<file path="src/rtl/rc4_pkg.sv">
// rc4_pkg: shared types and constants for the RC4 key-search datapath.
//   prga_state_t      - state encoding of the keystream/decrypt FSM
//   MEM_SEL_*         - S-memory handler port-select codes per stage
//   CHAR_LO/HI/SP     - accepted plaintext alphabet (a..z and space)
//   DEFAULT_MSG_LEN   - default encrypted message length in bytes
package rc4_pkg;

    typedef enum logic [3:0] {
        ST_IDLE,
        ST_RD_SI,
        ST_WT_SI,
        ST_GET_SI,
        ST_RD_SJ,
        ST_WT_SJ,
        ST_GET_SJ,
        ST_WR_SI,
        ST_WR_SJ,
        ST_RD_F,
        ST_WT_F,
        ST_GET_F,
        ST_WR_D,
        ST_NEXT,
        ST_DONE
    } prga_state_t;

    // Shuffle shares code 0 with "no owner"; the handler treats it as default.
    localparam logic [1:0] MEM_SEL_SHUFFLE = 2'd0;
    localparam logic [1:0] MEM_SEL_INIT    = 2'd1;
    localparam logic [1:0] MEM_SEL_DECRYPT = 2'd2;

    localparam logic [7:0] CHAR_LO = 8'h61;
    localparam logic [7:0] CHAR_HI = 8'h7A;
    localparam logic [7:0] CHAR_SP = 8'h20;

    localparam int DEFAULT_MSG_LEN = 32;

endpackage

</file>
<file path="src/rtl/rc4_prga_decrypt_if.sv">
// rc4_prga_decrypt_if: memory-side bundle of the PRGA/decrypt stage.
//   S-memory port (via handler): decrypt_mem_handler, memory_sel, address,
//                                data, wen, q_data
//   encrypted ROM:               address_m, q_m
//   decrypted RAM:               address_d, data_d, wren_d
// master = the decrypt stage, slave = memories / handler.
interface rc4_prga_decrypt_if;

    logic       decrypt_mem_handler;
    logic [1:0] memory_sel;
    logic [7:0] address;
    logic [7:0] data;
    logic       wen;
    logic [7:0] q_data;
    logic [7:0] address_m;
    logic [7:0] q_m;
    logic [7:0] address_d;
    logic [7:0] data_d;
    logic       wren_d;

    modport master (
        output decrypt_mem_handler, memory_sel, address, data, wen,
        output address_m, address_d, data_d, wren_d,
        input  q_data, q_m
    );

    modport slave (
        input  decrypt_mem_handler, memory_sel, address, data, wen,
        input  address_m, address_d, data_d, wren_d,
        output q_data, q_m
    );

endinterface

</file>
<file path="src/rtl/rc4_char_check.sv">
// rc4_char_check: combinational plaintext filter.
//   char_byte in  8  candidate plaintext byte
//   in_range  out 1  1 when the byte is 'a'..'z' or space
module rc4_char_check
    import rc4_pkg::*;
(
    input  logic [7:0] char_byte,
    output logic       in_range
);

    assign in_range = ((char_byte >= CHAR_LO) && (char_byte <= CHAR_HI)) ||
                      (char_byte == CHAR_SP);

endmodule

</file>
<file path="src/rtl/rc4_prga_decrypt.sv">
// rc4_prga_decrypt: RC4 keystream generator and decryptor.
// Walks i/j over the already-shuffled S array, swaps S[i]/S[j], XORs
// S[S[i]+S[j]] with the encrypted ROM and writes the plaintext to RAM.
// Stops early on the first byte outside a..z/space.
//   clk, reset   system clock, synchronous active-high reset
//   state_start  level start from the shuffle stage
//   finish       high in DONE until state_start falls
//   key_valid    1 = all MSG_LEN bytes in range (valid while finish=1)
//   mem          S-memory, encrypted ROM and decrypted RAM ports
// All memory-side outputs are registered: an action listed for a state
// appears on the pins during the following cycle.
module rc4_prga_decrypt
    import rc4_pkg::*;
#(
    parameter int MSG_LEN = DEFAULT_MSG_LEN
) (
    input  logic               clk,
    input  logic               reset,
    input  logic               state_start,
    output logic               finish,
    output logic               key_valid,
    rc4_prga_decrypt_if.master mem
);

    localparam logic [7:0] LAST_K = 8'(MSG_LEN - 1);

    prga_state_t state;
    logic [7:0]  i, j, k, si, sj, f, enc;
    logic        handler;
    logic [1:0]  mem_sel;
    logic [7:0]  s_addr, s_wdata, d_addr, d_wdata;
    logic        s_wen, d_wen;
    logic [7:0]  plain;
    logic        plain_ok;

    assign plain = f ^ enc;

    rc4_char_check u_char_check (
        .char_byte (plain),
        .in_range  (plain_ok)
    );

    assign mem.decrypt_mem_handler = handler;
    assign mem.memory_sel          = mem_sel;
    assign mem.address             = s_addr;
    assign mem.data                = s_wdata;
    assign mem.wen                 = s_wen;
    assign mem.address_m           = k;
    assign mem.address_d           = d_addr;
    assign mem.data_d              = d_wdata;
    assign mem.wren_d              = d_wen;

    // NOTE: every register here is state, so only non-blocking assignments are
    // used; the write strobes get a default each cycle so they are one-cycle pulses.
    always_ff @(posedge clk) begin
        if (reset) begin
            state     <= ST_IDLE;
            i         <= '0;
            j         <= '0;
            k         <= '0;
            si        <= '0;
            sj        <= '0;
            f         <= '0;
            enc       <= '0;
            finish    <= 1'b0;
            key_valid <= 1'b0;
            handler   <= 1'b0;
            mem_sel   <= MEM_SEL_SHUFFLE;
            s_addr    <= '0;
            s_wdata   <= '0;
            s_wen     <= 1'b0;
            d_addr    <= '0;
            d_wdata   <= '0;
            d_wen     <= 1'b0;
        end else begin
            s_wen <= 1'b0;
            d_wen <= 1'b0;
            case (state)
                ST_IDLE: begin
                    if (state_start) begin
                        i         <= 8'd1;
                        j         <= 8'd0;
                        k         <= 8'd0;
                        key_valid <= 1'b0;
                        handler   <= 1'b1;
                        mem_sel   <= MEM_SEL_DECRYPT;
                        state     <= ST_RD_SI;
                    end
                end
                ST_RD_SI: begin
                    s_addr <= i;
                    state  <= ST_WT_SI;
                end
                ST_WT_SI:  state <= ST_GET_SI;
                ST_GET_SI: begin
                    si    <= mem.q_data;
                    j     <= j + mem.q_data;
                    state <= ST_RD_SJ;
                end
                ST_RD_SJ: begin
                    s_addr <= j;
                    state  <= ST_WT_SJ;
                end
                ST_WT_SJ:  state <= ST_GET_SJ;
                ST_GET_SJ: begin
                    sj    <= mem.q_data;
                    state <= ST_WR_SI;
                end
                ST_WR_SI: begin
                    s_addr  <= i;
                    s_wdata <= sj;
                    s_wen   <= 1'b1;
                    state   <= ST_WR_SJ;
                end
                // When i==j this second write lands on the same address and
                // leaves S[i] unchanged, which is the correct swap result.
                ST_WR_SJ: begin
                    s_addr  <= j;
                    s_wdata <= si;
                    s_wen   <= 1'b1;
                    state   <= ST_RD_F;
                end
                ST_RD_F: begin
                    s_addr <= si + sj;
                    state  <= ST_WT_F;
                end
                ST_WT_F:  state <= ST_GET_F;
                ST_GET_F: begin
                    f     <= mem.q_data;
                    enc   <= mem.q_m;
                    state <= ST_WR_D;
                end
                // The decrypted byte is written even when it aborts the run,
                // so the failing plaintext can be inspected afterwards.
                ST_WR_D: begin
                    d_addr  <= k;
                    d_wdata <= plain;
                    d_wen   <= 1'b1;
                    if (!plain_ok || (k == LAST_K)) begin
                        key_valid <= plain_ok;
                        handler   <= 1'b0;
                        mem_sel   <= MEM_SEL_SHUFFLE;
                        state     <= ST_DONE;
                    end else begin
                        state <= ST_NEXT;
                    end
                end
                ST_NEXT: begin
                    k     <= k + 8'd1;
                    i     <= i + 8'd1;
                    state <= ST_RD_SI;
                end
                ST_DONE: begin
                    if (state_start) begin
                        finish <= 1'b1;
                    end else begin
                        finish  <= 1'b0;
                        k       <= '0;
                        s_addr  <= '0;
                        s_wdata <= '0;
                        d_addr  <= '0;
                        d_wdata <= '0;
                        state   <= ST_IDLE;
                    end
                end
                default: state <= ST_IDLE;
            endcase
        end
    end

endmodule

</file>
<file path="src/flat_wrapper.sv">
// flat-port wrapper written by rule: the top's interface ports become plain ports
module rc4_prga_decrypt_flat import rc4_pkg::*;
#(
    parameter int MSG_LEN = DEFAULT_MSG_LEN
)
  (clk, reset, state_start, finish, key_valid, mem_decrypt_mem_handler, mem_memory_sel, mem_address, mem_data, mem_wen, mem_address_m, mem_address_d, mem_data_d, mem_wren_d, mem_q_data, mem_q_m);
  rc4_prga_decrypt_if mem_i ();
  input  logic clk;
  input  logic reset;
  input  logic state_start;
  output logic finish;
  output logic key_valid;
  output wire logic [$bits(mem_i.decrypt_mem_handler)-1:0] mem_decrypt_mem_handler;
  output wire logic [$bits(mem_i.memory_sel)-1:0] mem_memory_sel;
  output wire logic [$bits(mem_i.address)-1:0] mem_address;
  output wire logic [$bits(mem_i.data)-1:0] mem_data;
  output wire logic [$bits(mem_i.wen)-1:0] mem_wen;
  output wire logic [$bits(mem_i.address_m)-1:0] mem_address_m;
  output wire logic [$bits(mem_i.address_d)-1:0] mem_address_d;
  output wire logic [$bits(mem_i.data_d)-1:0] mem_data_d;
  output wire logic [$bits(mem_i.wren_d)-1:0] mem_wren_d;
  input wire logic [$bits(mem_i.q_data)-1:0] mem_q_data;
  input wire logic [$bits(mem_i.q_m)-1:0] mem_q_m;
  assign mem_decrypt_mem_handler = mem_i.decrypt_mem_handler;
  assign mem_memory_sel = mem_i.memory_sel;
  assign mem_address = mem_i.address;
  assign mem_data = mem_i.data;
  assign mem_wen = mem_i.wen;
  assign mem_address_m = mem_i.address_m;
  assign mem_address_d = mem_i.address_d;
  assign mem_data_d = mem_i.data_d;
  assign mem_wren_d = mem_i.wren_d;
  assign mem_i.q_data = mem_q_data;
  assign mem_i.q_m = mem_q_m;
  rc4_prga_decrypt #(.MSG_LEN(MSG_LEN)) u_core (.clk(clk), .reset(reset), .state_start(state_start), .finish(finish), .key_valid(key_valid), .mem(mem_i));
endmodule
</file>
<file path="config.mk">
export PLATFORM = sky130hd
export DESIGN_NAME = rc4_prga_decrypt_flat
export DESIGN_NICKNAME = d
export VERILOG_FILES = /design/src/rtl/rc4_pkg.sv /design/src/rtl/rc4_prga_decrypt_if.sv /design/src/rtl/rc4_char_check.sv /design/src/rtl/rc4_prga_decrypt.sv /design/src/flat_wrapper.sv
export SDC_FILE = /design/constraint.sdc
export NUM_CORES = 1
export LEC_CHECK = 0
export ABC_AREA = 1
export ABC_CLOCK_PERIOD_IN_PS = 4400
export CAP_MARGIN = 40
export CELL_PAD_IN_SITES_DETAIL_PLACEMENT = 1
export CELL_PAD_IN_SITES_GLOBAL_PLACEMENT = 1
export CORE_AREA = 2 2 107 109
export DETAILED_ROUTE_END_ITERATION = 8
export DIE_AREA = 0 0 109 111
export MAX_ROUTING_LAYER = met4
export PLACE_DENSITY = 0.94
export SYNTH_ARGS = -nofsm -noshare
export SYNTH_HDL_FRONTEND = slang
export SYNTH_SLANG_ARGS = --single-unit
export TNS_END_PERCENT = 10
</file>
<file path="constraint.sdc">
create_clock -name clk -period 4.4 [get_ports clk]
set_clock_uncertainty 0.2 [all_clocks]
set_input_delay 0.44 -clock clk [delete_from_list [all_inputs] [get_ports clk]]
set_output_delay 0.44 -clock clk [all_outputs]
set_load 0.02 [all_outputs]
</file>
==> flow_summary.json <==
{
  "status": "finished, final reports clean",
  "p_int_mw": 1.547,
  "power_leakage_nw": 2.215,
  "syn_to_final_growth_pct": 23.35,
  "core-area_sq_um": 11080,
  "post_drt_wl_per_cell_um": 17.68,
  "gp_congestion": 0.8802,
  "p_comb_frac": 0.187,
  "final_area_sq_um": 5710,
  "chipHeight_um": 111,
  "yosysSeqAreaShare": 0.4195,
  "die_area_sq_um": 12100,
  "grt_antenna_before_repair": 0,
  "synth_nets": 667,
  "r2r_slack_ns": 2.08,
  "start_util": 0.4179,
  "port_buffers": 64,
  "yosysMostFrequentCell": "nand2_1",
  "cts.hold.buffers_added": 0,
  "p_clk_frac": 0.372,
  "yosys.area.top_type": "dfxtp_1",
  "worstPathRequired_ns": 4.48,
  "synth_flop_cell": "dfxtp_1",
  "power_frac_seq": 0.442,
  "clkSlewWorstSetupHoldPaths_ns": 0.07,
  "async_flop_share": 0,
  "avgSynthCellArea_sq_um": 7.348,
  "drt-total-wl_um": 14840,
  "cts-buffers-inserted": 9,
  "critical_path_class": "in2reg",
  "vias": 4631,
  "layout.filler_cells": 1396,
  "drt-initial-drc-count": 197,
  "grt_pass1_wl_um": 24700,
  "grt_pass1_vias": 4994,
  "postCtsSetupBuffers": 0,
  "tightest_slew_ns": 0.8662,
  "fin_nets": 728,
  "setup_violations": 0,
  "grt_usage": 0.2658,
  "ant_nets": 0,
  "relSlewSlack": 0.4219,
  "grt_overflow": 0,
  "synthesis.area_sq_um": 4629,
  "vdd_drop_max_v": 0.0002150,
  "period_share": 0.5427,
  "finalSetupTns_ns": 0,
  "cts.sinks": 97,
  "path_max_fanout": 4,
  "cap_violations": 0,
  "cts_max_path_buffers": 2,
  "endpoint_kind": "flop",
  "period_needed_ns": 2.388,
  "power_switching_mw": 0.6526,
  "avgViaCountPerCell": 5.520,
  "hold_violations": 0,
  "hp-class": "reg2reg",
  "reg2reg_from": "u_core.state[1]",
  "rsz0062_at_grt": "false",
  "hp-start": "u_core.i[7]",
  "cts_root_buf": "clkbuf_16",
  "synth_warnings": 0,
  "holdWs_ns": 0.2758,
  "ctsHtreeMaxLevel": 3,
  "synthDistinctLibCells": 44,
  "yosysTopAreaCellShare": 0.4195,
  "grt_max_degree": 31,
  "placed_area_sq_um": 5403,
  "worstSetupStartpoint": "mem_q_data[0]",
  "drive_above_1_share": 0.06322,
  "power_mw": 2.200,
  "swShare": 0.2966,
  "ctsResizeCount": 0,
  "n_antenna_cell": 0,
  "die_w_um": 109,
  "fmaxAchievable_ghz": 0.4188,
  "synth_edf_count": 0,
  "synth_seq_cells": 97,
  "row_count": 39,
  "dp_hpwl_um": 10890,
  "synthTopCellsByCount": "nand2_1, dfxtp_1, nor2_1, o21ai_0, inv_1",
  "slew_viol_final": 0,
  "drc": 0,
  "num_io_pins": 66,
  "dr.pass1.iters": 4,
  "cellPowerDensity_nw_per_um2": 385.3,
  "cts_tree": "yes",
  "arrival_ns": 2.47,
  "fin_util": 0.5155,
  "clk_latency_ns": 0.35,
  "synth_area_leaders": "dfxtp_1, nand2_1, o21ai_0",
  "postSynthCellCount": 630,
  "cp-start-kind": "input port"
}
## kinds of logic after synthesis
| group | share of synthesized area |
|---|---|
| flip-flops | 0.4195 |
| other | 0.0008100 |
| AND/OR/NAND/NOR | 0.2511 |
| XOR/XNOR | 0.01514 |
| AO/OA/AOI/OAI | 0.1962 |
| adder cells (fa/ha/maj) | 0.05189 |
| buffers and inverters | 0.06541 |
## critical path: stages
cell and delay (ns):
clkdlybuf4s50_1 0.51, ha_1 0.29, fa_1 0.40, nand3_1 0.11, nand2_1 0.06, nand2_1 0.09
nand2_1 0.06, a21oi_1 0.16, nor2_1 0.06, nor2_1 0.11, nand2_1 0.07, a21oi_1 0.11
## per-stage QoR
step / cells / setup slack, ns
after CTS: 839 / 2.032
after floorplan: 630 / 2.435
after global placement: 821 / 1.774
after detailed placement: 823 / 1.686
after global routing: 839 / 1.839
final: 839 / 2.012
## final timing paths
| kind | to | cells after the start |
|---|---|---|
| hold reg to reg | u_core.i[7] | 2 |
| setup / recovery | u_core.j[6] | 12 |
| setup reg to reg | u_core.f[3] | 5 |
| hold / removal | u_core.i[7] | 2 |
## layout by cell type, fill, tap and decap left out, types with 2 or more instances in the layout
| cell | instances |
|---|---|
| nand2_1 | 102 |
| a211oi_1 | 2 |
| buf_4 | 5 |
| a221oi_1 | 2 |
| fa_1 | 2 |
| nand3_1 | 51 |
| o21ai_2 | 2 |
| o21ai_0 | 67 |
| nor2_4 | 4 |
| o211ai_1 | 2 |
| xnor2_1 | 3 |
| nor2_1 | 84 |
| xor2_1 | 5 |
| a31oi_1 | 17 |
| nor3_1 | 7 |
| nor2_2 | 2 |
| or2_2 | 2 |
| clkdlybuf4s50_1 | 64 |
| clkbuf_16 | 9 |
| dfxtp_1 | 97 |
| inv_2 | 5 |
| a21oi_1 | 51 |
| a22oi_1 | 2 |
| nand2_2 | 4 |
| inv_1 | 52 |
| clkbuf_8 | 2 |
| o21ai_1 | 9 |
| ha_1 | 16 |
| nand4_1 | 5 |
## power groups by stage
stage	Combinational (mW)	Sequential, mW	Clock (mW)
after global routing	0.452	0.975	0.873
after CTS	0.412	0.970	0.825
after floorplan	0.232	1.01	0
final	0.410	0.972	0.818
after detailed placement	0.405	0.989	0
after global placement	0.386	0.987	0
## cell type report
class	count	area, sq um	area share
clock buffer	12	256.5	0.04492
multi-input combinational	456	2385	0.4176
timing repair buffer	70	683.2	0.1196
tap	143	178.9	0.03133
clock inverter	4	51.30	0.008983
sequential	97	1942	0.3401
inverter	57	214.0	0.03747
## metal layers
layer,part of all wire,global-route usage,vias up
li1,-,-,2246
met3,0.034,0.05291,30
met2,0.53,0.4729,95
met5,0,-,-
met1,0.42,0.2964,2260
met4,0.021,0.07692,0
(Power assumes the default switching activity.)
